[src/rtl/imem_resp_pkg.sv]
// ---------------------------------------------------------------------------
// imem_resp_pkg
// Shared definitions for the instruction-side line responder:
//   - state_e      : responder FSM states (IDLE, REFILL, RESP)
//   - INSTR_NOP    : word presented on rdata_o out of reset (addi x0,x0,0)
//   - LINE_WORDS_DEF : default number of words held in the line buffer
//   - idxWidth / tagWidth : helpers deriving the word-index and tag widths
//     from the data width and line size
// Optional feature macro used by the top: IMEM_RESP_PERF_EN
// ---------------------------------------------------------------------------
package imem_resp_pkg;

    typedef enum logic [1:0] {
        IDLE   = 2'd0,
        REFILL = 2'd1,
        RESP   = 2'd2
    } state_e;

    localparam logic [31:0] INSTR_NOP      = 32'h0000_0013;
    localparam int          LINE_WORDS_DEF = 4;

    // Number of address bits that select a word inside one line.
    function automatic int idxWidth(input int lineWords);
        return $clog2(lineWords);
    endfunction

    // Address bits above the word index and the byte offset form the tag.
    function automatic int tagWidth(input int xlen, input int lineWords);
        return xlen - $clog2(lineWords) - 2;
    endfunction

endpackage

[src/rtl/imem_line_buf.sv]
// ---------------------------------------------------------------------------
// imem_line_buf
// Storage for one instruction line: LINE_WORDS words of XLEN bits.
// One synchronous write port fed by refill beats and one asynchronous read
// port addressed by word index.
// Ports:
//   clk      in   clock, write happens on the rising edge
//   we_i     in   write enable (one refill beat)
//   waddr_i  in   word index written
//   wdata_i  in   beat data
//   raddr_i  in   word index read
//   rdata_o  out  word at raddr_i (combinational)
// ---------------------------------------------------------------------------
module imem_line_buf
    import imem_resp_pkg::*;
#(
    parameter int XLEN       = 32,
    parameter int LINE_WORDS = LINE_WORDS_DEF
) (
    input  logic                            clk,
    input  logic                            we_i,
    input  logic [idxWidth(LINE_WORDS)-1:0] waddr_i,
    input  logic [XLEN-1:0]                 wdata_i,
    input  logic [idxWidth(LINE_WORDS)-1:0] raddr_i,
    output logic [XLEN-1:0]                 rdata_o
);

    logic [XLEN-1:0] words_q [LINE_WORDS];

    // The line contents need no reset: the responder's valid bit guarantees
    // nothing is read from the buffer before a full refill has written it.
    always_ff @(posedge clk) begin
        if (we_i) begin
            words_q[waddr_i] <= wdata_i;
        end
    end

    assign rdata_o = words_q[raddr_i];

endmodule

[src/rtl/imem_line_responder.sv]
// ---------------------------------------------------------------------------
// imem_line_responder
// Answers instruction word requests from the prefetch unit out of a single
// line buffer. Hits are acknowledged the cycle after the request; misses
// refill the whole line from a beat-serial memory bus (base word first) and
// acknowledge one cycle after the last beat.
// Ports:
//   clk, rst      clock and synchronous active-high reset
//   req_i         request, held by the requester until ack_o
//   addr_i        physical byte address (bits [1:0] ignored)
//   flush_i       invalidate the line buffer
//   ack_o         one-cycle response strobe
//   rdata_o       instruction word, valid with ack_o
//   mem_req_o     refill request, high for the whole refill
//   mem_addr_o    line-aligned refill base address
//   mem_ack_i     one beat returned per cycle it is high (during refill)
//   mem_rdata_i   beat data
//   hit_cnt_o     (IMEM_RESP_PERF_EN only) saturating hit counter
//   miss_cnt_o    (IMEM_RESP_PERF_EN only) saturating miss counter
// Configuration macro: IMEM_RESP_PERF_EN adds the two performance counters.
// ---------------------------------------------------------------------------
module imem_line_responder
    import imem_resp_pkg::*;
#(
    parameter int XLEN       = 32,
    parameter int LINE_WORDS = LINE_WORDS_DEF
) (
    input  logic            clk,
    input  logic            rst,
    input  logic            req_i,
    input  logic [XLEN-1:0] addr_i,
    input  logic            flush_i,
    output logic            ack_o,
    output logic [XLEN-1:0] rdata_o,
    output logic            mem_req_o,
    output logic [XLEN-1:0] mem_addr_o,
    input  logic            mem_ack_i,
    input  logic [XLEN-1:0] mem_rdata_i
`ifdef IMEM_RESP_PERF_EN
    ,
    output logic [31:0]     hit_cnt_o,
    output logic [31:0]     miss_cnt_o
`endif
);

    localparam int IDX_W = idxWidth(LINE_WORDS);
    localparam int TAG_W = tagWidth(XLEN, LINE_WORDS);
    localparam logic [IDX_W-1:0] LAST_BEAT = IDX_W'(LINE_WORDS - 1);

    state_e             state_q,     state_d;
    logic               lineValid_q, lineValid_d;
    logic [TAG_W-1:0]   tag_q,       tag_d;
    logic [IDX_W-1:0]   beatCnt_q,   beatCnt_d;
    logic [TAG_W-1:0]   reqTag_q,    reqTag_d;
    logic [IDX_W-1:0]   reqWord_q,   reqWord_d;
    logic               drop_q,      drop_d;
    logic               suppress_q,  suppress_d;
    logic               ack_q,       ack_d;
    logic [XLEN-1:0]    rdata_q,     rdata_d;
    logic               memReq_q,    memReq_d;
    logic [XLEN-1:0]    memAddr_q,   memAddr_d;

    logic [IDX_W-1:0]   addrWord;
    logic [TAG_W-1:0]   addrTag;
    logic               lineHit;
    logic               bufWe;
    logic [IDX_W-1:0]   bufRaddr;
    logic [XLEN-1:0]    bufRdata;
    logic               unusedAddrBits;

    assign addrWord       = addr_i[IDX_W+1:2];
    assign addrTag        = addr_i[XLEN-1:IDX_W+2];
    assign unusedAddrBits = ^addr_i[1:0];
    assign lineHit        = lineValid_q && (addrTag == tag_q);

    // In RESP the answer comes from the word latched at miss time; otherwise
    // the live request address selects the word for a hit.
    assign bufRaddr = (state_q == RESP) ? reqWord_q : addrWord;

    imem_line_buf #(
        .XLEN       (XLEN),
        .LINE_WORDS (LINE_WORDS)
    ) u_line_buf (
        .clk     (clk),
        .we_i    (bufWe),
        .waddr_i (beatCnt_q),
        .wdata_i (mem_rdata_i),
        .raddr_i (bufRaddr),
        .rdata_o (bufRdata)
    );

    // Next-state logic. Everything holds by default and ack_d drops, so the
    // strobe lasts exactly one cycle unless a new hit is evaluated.
    // A miss clears line_valid immediately because the refill overwrites the
    // buffer in place. drop_q remembers a flush seen mid-refill (the bus
    // cannot abort, so beats are still consumed but the line stays invalid);
    // suppress_q remembers that the requester abandoned or changed its
    // request, in which case the line is kept but no ack is given.
    always_comb begin
        state_d     = state_q;
        lineValid_d = lineValid_q;
        tag_d       = tag_q;
        beatCnt_d   = beatCnt_q;
        reqTag_d    = reqTag_q;
        reqWord_d   = reqWord_q;
        drop_d      = drop_q;
        suppress_d  = suppress_q;
        ack_d       = 1'b0;
        rdata_d     = rdata_q;
        memReq_d    = memReq_q;
        memAddr_d   = memAddr_q;
        bufWe       = 1'b0;

        case (state_q)
            IDLE: begin
                if (flush_i) begin
                    lineValid_d = 1'b0;
                end else if (req_i) begin
                    if (lineHit) begin
                        ack_d   = 1'b1;
                        rdata_d = bufRdata;
                    end else begin
                        state_d     = REFILL;
                        lineValid_d = 1'b0;
                        reqTag_d    = addrTag;
                        reqWord_d   = addrWord;
                        beatCnt_d   = '0;
                        drop_d      = 1'b0;
                        suppress_d  = 1'b0;
                        memReq_d    = 1'b1;
                        memAddr_d   = {addrTag, {(IDX_W+2){1'b0}}};
                    end
                end
            end

            REFILL: begin
                if (flush_i) begin
                    drop_d = 1'b1;
                end
                if (!req_i || (addrTag != reqTag_q) || (addrWord != reqWord_q)) begin
                    suppress_d = 1'b1;
                end
                if (mem_ack_i) begin
                    bufWe     = 1'b1;
                    beatCnt_d = beatCnt_q + 1'b1;
                    if (beatCnt_q == LAST_BEAT) begin
                        memReq_d = 1'b0;
                        if (drop_q || flush_i) begin
                            lineValid_d = 1'b0;
                            state_d     = IDLE;
                        end else begin
                            lineValid_d = 1'b1;
                            tag_d       = reqTag_q;
                            state_d     = RESP;
                        end
                    end
                end
            end

            RESP: begin
                state_d = IDLE;
                if (flush_i) begin
                    lineValid_d = 1'b0;
                end else if (!suppress_q && req_i &&
                             (addrTag == reqTag_q) && (addrWord == reqWord_q)) begin
                    ack_d   = 1'b1;
                    rdata_d = bufRdata;
                end
            end

            default: begin
                state_d = IDLE;
            end
        endcase
    end

    // State register. Reset returns every control register to its idle
    // value, which also abandons any refill in flight; stray bus beats after
    // that are ignored because they only count in REFILL.
    always_ff @(posedge clk) begin
        if (rst) begin
            state_q     <= IDLE;
            lineValid_q <= 1'b0;
            tag_q       <= '0;
            beatCnt_q   <= '0;
            reqTag_q    <= '0;
            reqWord_q   <= '0;
            drop_q      <= 1'b0;
            suppress_q  <= 1'b0;
            ack_q       <= 1'b0;
            rdata_q     <= XLEN'(INSTR_NOP);
            memReq_q    <= 1'b0;
            memAddr_q   <= '0;
        end else begin
            state_q     <= state_d;
            lineValid_q <= lineValid_d;
            tag_q       <= tag_d;
            beatCnt_q   <= beatCnt_d;
            reqTag_q    <= reqTag_d;
            reqWord_q   <= reqWord_d;
            drop_q      <= drop_d;
            suppress_q  <= suppress_d;
            ack_q       <= ack_d;
            rdata_q     <= rdata_d;
            memReq_q    <= memReq_d;
            memAddr_q   <= memAddr_d;
        end
    end

    assign ack_o      = ack_q;
    assign rdata_o    = rdata_q;
    assign mem_req_o  = memReq_q;
    assign mem_addr_o = memAddr_q;

`ifdef IMEM_RESP_PERF_EN
    logic        hitInc;
    logic        missInc;
    logic [31:0] hitCnt_q;
    logic [31:0] missCnt_q;

    assign hitInc  = (state_q == IDLE) && !flush_i && req_i && lineHit;
    assign missInc = (state_q == IDLE) && !flush_i && req_i && !lineHit;

    // Performance counters: one hit per IDLE hit ack, one miss per refill
    // started. They saturate instead of wrapping and survive flushes.
    always_ff @(posedge clk) begin
        if (rst) begin
            hitCnt_q  <= '0;
            missCnt_q <= '0;
        end else begin
            if (hitInc && (hitCnt_q != 32'hFFFF_FFFF)) begin
                hitCnt_q <= hitCnt_q + 32'd1;
            end
            if (missInc && (missCnt_q != 32'hFFFF_FFFF)) begin
                missCnt_q <= missCnt_q + 32'd1;
            end
        end
    end

    assign hit_cnt_o  = hitCnt_q;
    assign miss_cnt_o = missCnt_q;
`else
    // Counters not built: the functional path above is unchanged.
`endif

endmodule

[config.mk]
export PLATFORM = sky130hd
export DESIGN_NAME = imem_line_responder
export DESIGN_NICKNAME = d
export VERILOG_FILES = /design/src/rtl/imem_resp_pkg.sv /design/src/rtl/imem_line_buf.sv /design/src/rtl/imem_line_responder.sv
export SDC_FILE = /design/constraint.sdc
export NUM_CORES = 1
export LEC_CHECK = 0
export BUFFER_PORTS_ARGS = -buffer_cell sky130_fd_sc_hd__buf_4
export CAP_MARGIN = 20
export CORE_MARGIN = 4
export CORE_UTILIZATION = 53
export DETAILED_ROUTE_END_ITERATION = 6
export PLACE_DENSITY = 0.82
export SLEW_MARGIN = 20
export SYNTH_ARGS = -nofsm -noshare
export SYNTH_HDL_FRONTEND = slang
export SYNTH_SLANG_ARGS = --single-unit
[constraint.sdc]
create_clock -name clk -period 5.4 [get_ports clk]
set_input_delay 1.08 -clock clk [delete_from_list [all_inputs] [get_ports clk]]
set_output_delay 1.08 -clock clk [all_outputs]
set_load 0.1 [all_outputs]
==> results.sh, run 1 <==
export IMPL_start_util_pct=53.9
export IMPL_antenna_cells=0
export IMPL_drc=0
export IMPL_avgSynthCellArea_um2=13.1
export IMPL_ir_worst_vdd_uv=282
export IMPL_worstPathRequired_ns=5.76
export IMPL_finalCritPeriodShare_pct=55.2
export IMPL_tightest_slew_ns=1.04
export IMPL_status="finished clean"
export IMPL_worst_path_largest_cell_delay_ns=0.57
export IMPL_cp_top_family="simple AND/OR/NAND/NOR gates"
export IMPL_ys_seq_area_share_pct=63.0
export IMPL_hp_class="reg2reg"
export IMPL_slowest_stage="nand4_1"
export IMPL_final_cell_count_no_fill=1070
export IMPL_finClkSkew_ns=0.0135
export IMPL_cts_clk_slew_worst_paths_ns=0.06
export IMPL_vias=5897
export IMPL_firstDrtPassIters=6
export IMPL_ant_nets=0
export IMPL_cts_tree="done"
export IMPL_synth_edf_count=128
export IMPL_setup_viol=0
export IMPL_cp_common_cell="buf_4"
export IMPL_worst_r2r_path_depth=7
export IMPL_grt_pass1_vias=5844
export IMPL_clkLatencyLatePin_ns=0.51
export IMPL_min_from="tag_q[11]"
export IMPL_hold_end="tag_q[11]"
export IMPL_cp_num_buf_inv=2
export IMPL_slew_headroom_pct=30.8
export IMPL_dp_cells=1027
export IMPL_final_core_util_pct=64.6
export IMPL_ctsHtreeMaxLevel=1
export IMPL_p_leak_nw=4.21
export IMPL_viasPerCell=5.51
export IMPL_grt_usage_pct=19.8
export IMPL_drt_wl_total_mm=19.9
export IMPL_fillCellCount=1268
export IMPL_cts_buffer_depth=3
export IMPL_worst_ep_arrival_time_ns=3.34
export IMPL_worst_setup_path_end_kind="flop"
export IMPL_setup_ws_ns=2.42
export IMPL_fmax_ghz=0.335
export IMPL_cts_sinks=227
export IMPL_place_hpwl_mm=12.4
export IMPL_drive_above_1_share_pct=24.9
export IMPL_dieWidth_um=140
export IMPL_root_buffer="clkbuf_16"
export IMPL_gr_total_overflow=0
export IMPL_cts_hold_buf=0
export IMPL_core_area_um2=17200
export IMPL_grt_max_degree=79
export IMPL_fp_dieH_um=140
export IMPL_period_needed_ns=2.98
export IMPL_synth_cell_area_um2=9250
export IMPL_netlist_instances=705
export IMPL_cts_made_buffers=23
export IMPL_path_max_fanout=18
export IMPL_post_cts_repair_setup_buffers=0
export IMPL_r2r_start="tag_q[13]"
export IMPL_post_cts_resized=0
export IMPL_maxSlewViolCount=0
export IMPL_grt_pass1_wl_mm=31.3
export IMPL_initialDrtViolationCount=522
export IMPL_syn2layout_area_growth_pct=20.0
export IMPL_r2r_end="mem_addr_o[29]"
export IMPL_synth_cell_types=39
export IMPL_die_area_um2=19600
export IMPL_num_io_pins=135
export IMPL_path_cells="buf_4 > xor2_1 > nor4_1 > and4_1 > nand4_1 > buf_4 > nand3_1 > a21oi_1"
export IMPL_port_buffers=128
export IMPL_gp_congestion=0.797
export IMPL_antenna_found_initial=0
export IMPL_ys_ff_latch=227
export IMPL_rsz0062_at_grt="no"
export IMPL_dp_slack_ns=1.96
export IMPL_powerDensity_nw_per_um2=326
export IMPL_yosys_most_used_dff="edfxtp_1"
export IMPL_finalSetupTns_ns=0
export IMPL_nets=901
export IMPL_finalPower_mw=3.62
export IMPL_startpoint_type="input pin"
export IMPL_hold_viol_final=0
export IMPL_maxCapViolCount=0
export IMPL_async_flop_share_pct=0
export IMPL_wl_per_cell_um=18.6
export IMPL_crit_type="in2reg"
export IMPL_row_count=48
export IMPL_regToRegSetupSlack_ns=2.82
export IMPL_min_path_cells=2
export IMPL_yosys_warnings=0
-- cell families (layout without fill, tap and decap cells) --
| family | count (synthesis) | count (layout) | synth area share [%] |
|---|---|---|---|
| other cells | 1 | 4 | 0.0405 |
| simple gates | 196 | 196 | 10.9 |
| buf+inv | 54 | 191 | 2.84 |
| mux | 67 | 67 | 11.6 |
| compound gates | 101 | 101 | 5.95 |
| flops | 227 | 227 | 63.0 |
| xor+xnor | 55 | 55 | 5.21 |
| fa+ha+maj | 4 | 4 | 0.541 |
-- worst reg2reg max path, cell delays in order, from the launching register on --
cell	delay (ns)
dfxtp_1	0.32
xor2_1	0.14
nor4_1	0.47
and4_1	0.28
nand4_1	0.57
buf_4	0.46
nand3_1	0.12
a21oi_1	0.08
-- how the worst max path moves through the flow --
stage	startpoint	end	slack, ns	depth (start not counted)
final	addr_i[17]	mem_addr_o[29]	2.42	8
after CTS	addr_i[17]	mem_addr_o[29]	2.47	8
after global routing	addr_i[17]	mem_addr_o[22]	2.33	8
after floorplan	addr_i[18]	rdata_o[4]	2.87	7
after detailed placement	addr_i[17]	mem_addr_o[29]	1.96	8
after global placement	addr_i[17]	reqWord_q[1]	1.96	8
-- registers in the layout, indices dropped and copies added, names as in the netlist --
signal	cells
state_q	2
reqWord_q	2
u_line_buf.words_q	128
mem_addr_o	28
mem_req_o	1
lineValid_q	1
ack_o	1
beatCnt_q	2
suppress_q	1
tag_q	28
drop_q	1
rdata_o	32
-- report_power, final --
| group | internal (mW) | switching (mW) |
|---|---|---|
| sequential | 1.85 | 0.0172 |
| clock | 0.831 | 0.619 |
| combinational | 0.107 | 0.195 |
| total | 2.78 | 0.832 |
-- layout make-up --
cell class	count	area [µm²]	share of cell area (%)
flip-flops and latches	227	5830	52.5
multi-input cells	427	3210	28.9
repair buffers	141	1070	9.60
clock buffers	39	656	5.91
well taps	225	282	2.54
clock inverters	3	33.8	0.304
inverters	8	30.0	0.271
-- synth_stat cells, drive strengths merged (4+ instances only) --
| cell | n | share of area, % |
|---|---|---|
| nand3 | 31 | 1.7 |
| nor2 | 13 | 0.55 |
| nor4 | 9 | 0.68 |
| nand4 | 6 | 0.41 |
| inv | 8 | 0.32 |
| mux4 | 32 | 7.8 |
| dfxtp | 99 | 21 |
| nor3 | 6 | 0.32 |
| mux2i | 35 | 3.8 |
| edfxtp | 128 | 42 |
| nand2 | 63 | 2.6 |
| a21oi | 63 | 3.4 |
| ha | 4 | 0.54 |
| xor2 | 33 | 3.1 |
| buf | 14 | 1.2 |
| xnor2 | 22 | 2.1 |
| clkbuf | 32 | 1.3 |
| o21ai | 30 | 1.6 |
| nand2b | 59 | 4.0 |
-- placed cells by master, fill, tap and decap left out, types with 3 or more instances in the layout --
master,count
a21oi_1,63
and3_1,3
buf_4,140
clkbuf_1,14
clkbuf_16,23
conb_1,4
dfxtp_1,99
edfxtp_1,128
ha_1,4
inv_1,6
mux2i_1,33
mux4_2,32
nand2_1,63
nand2b_1,59
nand3_1,31
nand4_1,6
nor2_1,12
nor3_1,4
nor4_1,8
o21ai_0,30
xnor2_1,22
xor2_1,33
-- per-stage QoR --
step                      hold WS (ns)  area [µm²]
after floorplan                  0.436        9270
after global placement           0.443       10400
after detailed placement         0.449       10400
after CTS                        0.457       11100
after global routing             0.482       11100
final                            0.459       11100
-- metal layers --
metal / global-route usage [%] / vias up / routed length, µm
met3: 5.02 / 27 / 1720
met5: 0 / - / 0
met4: 5.61 / 0 / 467
met2: 32.3 / 224 / 9570
li1: - / 2792 / -
met1: 26.5 / 2854 / 8170
Note: power is estimated with default switching activity, not from simulation.
==> run 2: changes to the inputs <==
==> constraint.sdc (replaced) <==
create_clock -name clk -period 2.75 [get_ports clk]
set_input_delay 0.55 -clock clk [delete_from_list [all_inputs] [get_ports clk]]
set_output_delay 0.55 -clock clk [all_outputs]
set_load 0.1 [all_outputs]
==> run 2 against run 1 <==
  * Count of clock-buffer cells in the layout is 12 lower
  * Die area stayed put
  * Clock skew is 0.0014 ns lower
  * Worst hold slack worse by 0.21 ns
  * Register-to-register slack worse by 2.2 ns
  * Non-clock buffer count is 3 higher
  * Utilization is 1.4 points higher
  * Sequential power is 97% higher
  * Via count is 1.1% higher
  * Flip-flop and latch count stayed put
  * Global-route usage is 0.39 points higher
  * Cell area is 2.2% higher
==> results.sh, run 2 (synthesized netlist as in run 1, its figures left out) <==
export IMPL_layout_commonest_cell="buf_4"
export IMPL_cts_tree="done"
export IMPL_startpoint_type="flop"
export IMPL_cts_sinks=227
export IMPL_syn2layout_area_growth_pct=22.6
export IMPL_finalCritPeriodShare_pct=79.1
export IMPL_ctsHtreeMaxLevel=1
export IMPL_cts_hold_buf=0
export IMPL_worst_setup_path_end_kind="flop"
export IMPL_cts_clk_slew_worst_paths_ns=0.06
export IMPL_antenna_found_initial=0
export IMPL_dp_slack_ns=0.195
export IMPL_gp_congestion=0.818
export IMPL_grt_pass1_vias=6010
export IMPL_p_leak_nw=4.34
export IMPL_fp_dieH_um=140
export IMPL_wl_per_cell_um=18.6
export IMPL_rsz0062_at_grt="no"
export IMPL_grt_max_degree=87
export IMPL_powerDensity_nw_per_um2=682
export IMPL_clkLatencyLatePin_ns=0.50
export IMPL_period_needed_ns=2.18
export IMPL_cts_made_buffers=23
export IMPL_path_max_fanout=33
export IMPL_num_io_pins=135
export IMPL_root_buffer="clkbuf_16"
export IMPL_placed_area_um2=10500
export IMPL_setup_viol=0
export IMPL_top_register="u_line_buf.words_q"
export IMPL_vias=5960
export IMPL_maxSlewViolCount=0
export IMPL_viasPerCell=5.55
export IMPL_ir_worst_vdd_uv=623
export IMPL_fillCellCount=1267
export IMPL_post_cts_repair_setup_buffers=0
export IMPL_final_cell_mix="buf_4 (140), edfxtp_1 (128), dfxtp_1 (99), nand2_1 (63), a21oi_1 (63)"
export IMPL_hold_viol_final=0
export IMPL_dp_cells=1031
export IMPL_worstPathRequired_ns=3.12
export IMPL_grt_usage_pct=20.1
export IMPL_row_count=48
export IMPL_start_util_pct=53.9
export IMPL_port_buffers=128
export IMPL_drt_wl_total_mm=20.0
export IMPL_post_cts_resized=0
export IMPL_drc=0
export IMPL_crit_type="reg2reg"
export IMPL_final_cell_count_no_fill=1073
export IMPL_final_area_um2=11300
export IMPL_core_area_um2=17200
export IMPL_status="finished clean"
export IMPL_drive_above_1_share_pct=26.4
export IMPL_finClkSkew_ns=0.0122
export IMPL_finalSetupTns_ns=0
export IMPL_place_hpwl_mm=12.5
export IMPL_fmax_ghz=0.460
export IMPL_worst_ep_arrival_time_ns=2.55
export IMPL_die_area_um2=19600
export IMPL_hold_ws_ns=0.251
export IMPL_cts_buffer_depth=3
export IMPL_initialDrtViolationCount=453
export IMPL_gr_total_overflow=0
export IMPL_nets=904
export IMPL_antenna_cells=0
export IMPL_dieWidth_um=140
export IMPL_maxCapViolCount=0
export IMPL_setup_ws_ns=0.574
export IMPL_ant_nets=0
export IMPL_hp_class="in2reg"
export IMPL_tightest_slew_ns=0.803
export IMPL_largest_register_ffs=128
export IMPL_firstDrtPassIters=4
export IMPL_slew_headroom_pct=46.5
export IMPL_grt_pass1_wl_mm=31.8
==> run 2: cell types whose count changed in the layout (fill, tap and decap cells not counted) <==
cell | before | now
clkbuf_1 | 14 | 0
bufinv_16 | 0 | 6
buf_12 | 0 | 4
clkbuf_8 | 2 | 4
clkinv_1 | 1 | 3
inv_6 | 0 | 2
buf_8 | 1 | 0
clkinv_2 | 1 | 2
clkinvlp_4 | 0 | 1
inv_1 | 6 | 7
inv_16 | 1 | 0
==> run 2: area by class of cell <==
class,instances,area [µm²],share of cell area (%)
sequential,227,5830,51.4
multi-input combinational,427,3210,28.3
timing repair buffer,144,1130,9.97
clock buffer,27,631,5.56
tap,225,282,2.48
clock inverter,15,235,2.07
inverter,8,30.0,0.265
==> run 2: routing by layer <==
metal / routed length [µm] / GRT usage [%] / vias up
met5: 0 / 0 / -
met4: 348 / 4.69 / 0
met3: 1440 / 4.51 / 31
met2: 10000 / 34.4 / 180
met1: 8210 / 26.6 / 2947
li1: - / - / 2802
==> run 2: worst paths after layout <==
kind	start	to	slack [ns]	depth (start not counted)
max	tag_q[13]	rdata_o[9]	0.57	7
min	mem_rdata_i[15]	u_line_buf.words_q[0][15]	0.25	1
max reg2reg	tag_q[13]	rdata_o[9]	0.57	7
min reg2reg	mem_req_o	mem_req_o	0.46	2
==> run 2: critical path, stage by stage, from the launching register on <==
cell	delay (ns)
dfxtp_1	0.32
xor2_1	0.14
nor4_1	0.43
and4_1	0.29
and4_1	0.34
a22oi_4	0.12
buf_12	0.21
mux2i_1	0.16
==> run 2: through the flow <==
stage	util [%]	power [mW]
floorplan	-	4.12
global placement	61.0	4.32
detailed placement	61.0	4.33
CTS	66.0	7.79
global route	66.0	7.97
finish	66.0	7.73
==> run 2: where the power goes <==
| group | internal [mW] | leakage (nW) | switching (mW) | total (mW) |
|---|---|---|---|---|
| Sequential | 3.62 | 1.96 | 0.0334 | 3.66 |
| Combinational | 0.217 | 1.96 | 0.385 | 0.601 |
| Clock | 2.21 | 0.423 | 1.26 | 3.47 |
